==> src/rtl/ex_hilo_unit.sv <==
// EX-stage multiply/divide unit owning the architectural HI/LO registers.
// Ports: clk/reset, valid_in/op/x/y issue, cancel flush; accept, busy/hilo_lock, done, dbz, hi, lo.
module ex_hilo_unit #(
  parameter int XLEN       = 32,
  parameter int MUL_STAGES = 2,
  parameter int DIV_BITS   = 1
) (
  input  logic            clk,
  input  logic            reset,
  input  logic            valid_in,
  input  logic [2:0]      op,
  input  logic [XLEN-1:0] x,
  input  logic [XLEN-1:0] y,
  input  logic            cancel,
  output logic            accept,
  output logic            busy,
  output logic            hilo_lock,
  output logic            done,
  output logic            dbz,
  output logic [XLEN-1:0] hi,
  output logic [XLEN-1:0] lo
);

  localparam int NIT = XLEN / DIV_BITS;
  localparam int CW  = $clog2(NIT + 1);

  typedef enum logic [1:0] {
    IDLE,
    MUL,
    DIV,
    FIX
  } state_t;

  state_t state_q, state_d;

  logic is_mul, is_div, op_ok;
  logic mul_go, div_go;
  logic mul_wr, div_wr;

  logic [2*XLEN-1:0] mx, my, prod;
  logic [2*XLEN-1:0] mpipe [MUL_STAGES];
  logic [MUL_STAGES-1:0] mvld;

  logic [XLEN-1:0] ax, ay;
  logic            div_sgn;
  logic [XLEN-1:0] rem_q, quo_q, dvs_q, xs_q;
  logic            neg_q_q, neg_r_q, dvz_q;
  logic [CW-1:0]   cnt_q;

  logic [XLEN:0]   div_t;
  logic [XLEN-1:0] div_r, div_q;
  logic [XLEN-1:0] fix_q, fix_r;

  assign op_ok  = (op != 3'd0) && (op != 3'd7);
  assign is_mul = (op == 3'd1) || (op == 3'd2);
  assign is_div = (op == 3'd3) || (op == 3'd4);

  assign busy      = (state_q != IDLE);
  assign hilo_lock = busy;
  assign accept    = valid_in && op_ok && !busy && !cancel;

  assign mul_go = accept && is_mul;
  assign div_go = accept && is_div;

  assign mul_wr = mvld[MUL_STAGES-1] && !cancel;
  assign div_wr = (state_q == FIX) && !cancel;

  // Sign/zero extend to full product width; low 2*XLEN bits
  // of the wide product are correct for both signednesses.
  always_comb begin
    mx = {{XLEN{1'b0}}, x};
    my = {{XLEN{1'b0}}, y};
    if (op == 3'd1) begin
      mx = {{XLEN{x[XLEN-1]}}, x};
      my = {{XLEN{y[XLEN-1]}}, y};
    end
    prod = mx * my;
  end

  always_comb begin
    div_sgn = (op == 3'd3);
    ax = (div_sgn && x[XLEN-1]) ? -x : x;
    ay = (div_sgn && y[XLEN-1]) ? -y : y;
  end

  // DIV_BITS chained restoring steps per cycle on magnitudes.
  always_comb begin
    div_r = rem_q;
    div_q = quo_q;
    div_t = '0;
    for (int i = 0; i < DIV_BITS; i++) begin
      div_t = {div_r, div_q[XLEN-1]};
      div_q = {div_q[XLEN-2:0], 1'b0};
      if (div_t >= {1'b0, dvs_q}) begin
        div_t    = div_t - {1'b0, dvs_q};
        div_q[0] = 1'b1;
      end
      div_r = div_t[XLEN-1:0];
    end
  end

  always_comb begin
    fix_q = neg_q_q ? -quo_q : quo_q;
    fix_r = neg_r_q ? -rem_q : rem_q;
    if (dvz_q) begin
      fix_q = '1;
      fix_r = xs_q;
    end
  end

  always_comb begin
    state_d = state_q;
    unique case (state_q)
      IDLE: begin
        if (mul_go)      state_d = MUL;
        else if (div_go) state_d = DIV;
      end
      MUL: begin
        if (cancel || mvld[MUL_STAGES-1]) state_d = IDLE;
      end
      DIV: begin
        if (cancel)                         state_d = IDLE;
        else if (cnt_q == CW'(NIT - 1))     state_d = FIX;
      end
      FIX: state_d = IDLE;
      default: state_d = IDLE;
    endcase
  end

  always_ff @(posedge clk) begin
    if (reset) begin
      state_q <= IDLE;
      hi      <= '0;
      lo      <= '0;
      done    <= 1'b0;
      dbz     <= 1'b0;
      mvld    <= '0;
    end else begin
      state_q <= state_d;
      done    <= mul_wr || div_wr;
      if (cancel) begin
        mvld <= '0;
      end else begin
        mvld[0] <= mul_go;
        for (int i = 1; i < MUL_STAGES; i++)
          mvld[i] <= mvld[i-1];
      end
      if (mul_wr) begin
        {hi, lo} <= mpipe[MUL_STAGES-1];
      end else if (div_wr) begin
        hi  <= fix_r;
        lo  <= fix_q;
        dbz <= dvz_q;
      end else if (accept && op == 3'd5) begin
        hi <= x;
      end else if (accept && op == 3'd6) begin
        lo <= x;
      end
    end
  end

  always_ff @(posedge clk) begin
    mpipe[0] <= prod;
    for (int i = 1; i < MUL_STAGES; i++)
      mpipe[i] <= mpipe[i-1];
  end

  always_ff @(posedge clk) begin
    if (div_go) begin
      rem_q   <= '0;
      quo_q   <= ax;
      dvs_q   <= ay;
      xs_q    <= x;
      neg_q_q <= div_sgn && (x[XLEN-1] ^ y[XLEN-1]);
      neg_r_q <= div_sgn && x[XLEN-1];
      dvz_q   <= (y == '0);
      cnt_q   <= '0;
    end else if (state_q == DIV) begin
      rem_q <= div_r;
      quo_q <= div_q;
      cnt_q <= cnt_q + 1'b1;
    end
  end

endmodule

==> config.mk <==
export PLATFORM = sky130hd
export DESIGN_NAME = ex_hilo_unit
export DESIGN_NICKNAME = d
export VERILOG_FILES = /design/src/rtl/ex_hilo_unit.sv
export SDC_FILE = /design/constraint.sdc
export NUM_CORES = 2
export LEC_CHECK = 0
export CORE_MARGIN = 2
export CORE_UTILIZATION = 25
export CTS_BUF_LIST = sky130_fd_sc_hd__clkbuf_8
export CTS_CLUSTER_DIAMETER = 40
export DETAILED_ROUTE_END_ITERATION = 8
export PLACE_DENSITY = 0.51
export RECOVER_POWER = 100
export SYNTH_ARGS = -nofsm -noshare
export SYNTH_HDL_FRONTEND = slang
export SYNTH_SLANG_ARGS = --single-unit
==> constraint.sdc <==
create_clock -name clk -period 12.44 [get_ports clk]
set_input_delay 2.488 -clock clk [delete_from_list [all_inputs] [get_ports clk]]
set_output_delay 2.488 -clock clk [all_outputs]
set_load 0.01 [all_outputs]
==> results.sh <==
export IMPL_crit_type="in -> reg"
export IMPL_wl_um=209000
export IMPL_cts_buffers=51
export IMPL_maxSlewHeadroom=-1.31
export IMPL_synth_area_leaders="fa_1 45%, inv_1 9.3%, dfxtp_1 7.5%"
export IMPL_drt_pass1_iterations=5
export IMPL_critical_path_top_delay_family="adder cells"
export IMPL_grt_pass1_vias=50200
export IMPL_violations="max-capacitance violations, max-slew violations"
export IMPL_cpMaxStageDelayCell="fa_1"
export IMPL_path_common_cell="fa_1"
export IMPL_fin_cells=10200
export IMPL_crit_path_max_fanout=9
export IMPL_clock_sinks=335
export IMPL_endpoint_kind="flop"
export IMPL_cp_endpoint="mpipe[0][62]$_DFF_P_"
export IMPL_slew_violations=806
export IMPL_r2r_start="state_q[0]$_SDFFE_PP0P_"
export IMPL_cts_tree="done"
export IMPL_ff2ff_path_depth=10
export IMPL_synth_seq_cells=335
export IMPL_status="finished, violations left"
export IMPL_cp_arrival_ps=12630
export IMPL_r2r_slack_ps=3250
export IMPL_gp_congestion=0.934
export IMPL_clk_latency_ps=650
export IMPL_io_pins=140
export IMPL_io_buffers=139
export IMPL_critPathMaxStageDelay_ps=660
export IMPL_dieArea_sq_mm=0.256
export IMPL_synth_common_cells="1560 x inv_1, 1419 x fa_1, 852 x nand2_1"
export IMPL_dieWidth_um=506
export IMPL_seq_area_frac_synth=0.122
export IMPL_grt_setup_unrepaired="false"
export IMPL_start_util=0.251
export IMPL_avgSynthCellArea_sq_um=9.36
export IMPL_holdCritPathClass="reg -> reg"
export IMPL_grt_pass1_wl_um=320000
export IMPL_ys_flop_type="dfxtp_1"
export IMPL_ant_nets=0
export IMPL_skew_ps=42.1
export IMPL_core_area_sq_mm=0.251
export IMPL_drive_gt1_frac=0.0522
export IMPL_setup_worst_path_start="op[1]"
export IMPL_clk_pin_slew_worst_paths_ps=70
export IMPL_drtIter0Drc=3394
export IMPL_wl_per_cell_um=20.5
export IMPL_cts_resized=0
export IMPL_synth_warnings=0
export IMPL_synthDistinctLibCells=95
export IMPL_cts_setup_buffers=0
export IMPL_area_delta_synth_final_pct=10.9
export IMPL_required_ps=12920
export IMPL_overflow=0
export IMPL_r2r_end="quo_q[29]$_DFFE_PP_"
export IMPL_cap_viol_max_count=30
export IMPL_fmax_mhz=82.3
export IMPL_synth_edff_count=99
export IMPL_min_period_ps=12150
export IMPL_max_slew_worst_pin_slew_ps=3470
export IMPL_syn_cell_area_sq_mm=0.0630
export IMPL_crit_buf_inv=9
export IMPL_syn_num_nets=8573
export IMPL_dieHeight_um=506
export IMPL_cp_depth=32
export IMPL_finalHoldViolations=0
export IMPL_yosysTopAreaCell="fa_1"
export IMPL_fp_row_count=184
export IMPL_synth_top_cell_area_share=0.451
export IMPL_cts_buffer_depth=3
export IMPL_ctsHoldBuffers=0
export IMPL_finalCritPeriodShare=0.977
export IMPL_drt_vias_per_instance=4.48
export IMPL_synth_most_common_cell="inv_1"
export IMPL_clock_root_buffer="clkbuf_8"
export IMPL_finalSetupViolCount=0
export IMPL_async_reset_ff_frac=0
export IMPL_fin_nets=8634
export IMPL_utilization=0.278
export IMPL_vias=45700
export IMPL_worstSetupStartpointType="primary input"
export IMPL_htree_levels=2
export IMPL_track_usage=0.164
export IMPL_dpl_hpwl_um=176000
export IMPL_placed_cells=10100
export IMPL_fin_hold_ws_ps=319
export IMPL_syn_inst=6732
export IMPL_antenna_found_initial=20
export IMPL_drc=0
export IMPL_grt_max_degree=90
through the flow:
| stage | setup TNS, ps | worst slack, ps | area [sq um] |
|---|---|---|---|
| floorplan | 0 | 1210 | 63000 |
| finish | 0 | 290 | 69900 |
| global route | 0 | 21.2 | 69800 |
| detailed placement | -1010 | -263 | 68800 |
| global placement | -338 | -207 | 68800 |
| CTS | 0 | 371 | 69900 |
kinds of logic after synthesis:
| group | synth area share |
|---|---|
| and+or+nand+nor | 0.130 |
| xor gates and xnor gates | 0.0363 |
| adders and majority gates | 0.521 |
| DFF | 0.122 |
| muxes | 0.00635 |
| buffers and inverters | 0.115 |
| AOI/OAI and AO/OA | 0.0692 |
sequential cells by signal (all words and copies together) (netlist names):
name and flops:
state_q 2, dbz 1, mvld 2, hi 32, quo_q 32, xs_q 32
dvz_q 1, neg_q_q 1, done 1, mpipe 128, cnt_q 6, neg_r_q 1
lo 32, rem_q 32, dvs_q 32
placed cells by master, fill, tap and decap left out, types with 71 or more instances in the layout:
master,synthesis,layout
inv_1,1560,1573
fa_1,1419,1419
nand2_1,852,851
and2_1,428,426
ha_1,351,351
dfxtp_1,236,236
buf_4,1,215
nor2_1,202,201
o21ai_0,157,184
a21oi_1,158,158
xnor2_1,147,147
xor2_1,114,114
edfxtp_1,99,99
dlygate4sd3_1,0,71
cell type report:
type	instances	area, sq um
Inverter	1560	5860
Fill cell	26700	181000
Multi-Input combinational cell	4472	48100
Tap cell	3348	4190
Clock inverter	29	262
Antenna cell	8	20.0
Timing Repair Buffer	373	2870
Sequential cell	335	7700
Clock buffer	64	881
worst min-delay path by stage:
stage | startpoint | end | cells past startpoint
CTS | mpipe[0][29]$_DFF_P_ | mpipe[0][93]$_DFF_P_ | 0
finish | mpipe[0][29]$_DFF_P_ | mpipe[0][93]$_DFF_P_ | 0
global route | mpipe[0][33]$_DFF_P_ | mpipe[0][97]$_DFF_P_ | 0
detailed placement | mpipe[0][2]$_DFF_P_ | mpipe[0][66]$_DFF_P_ | 0
global placement | mpipe[0][10]$_DFF_P_ | mpipe[0][74]$_DFF_P_ | 0
floorplan | mpipe[0][36]$_DFF_P_ | mpipe[0][100]$_DFF_P_ | 0
routing by layer:
layer / vias up / global-route usage / part of all wire
li1: 20300 / - / -
met1: 23900 / 0.222 / 0.44
met2: 1282 / 0.280 / 0.48
met3: 239 / 0.0131 / 0.047
met4: 0 / 0.0461 / 0.032
met5: - / 0 / 0
Power is not shown: default switching activity piles up to over one toggle a cycle in this logic, so the estimate is an artifact.
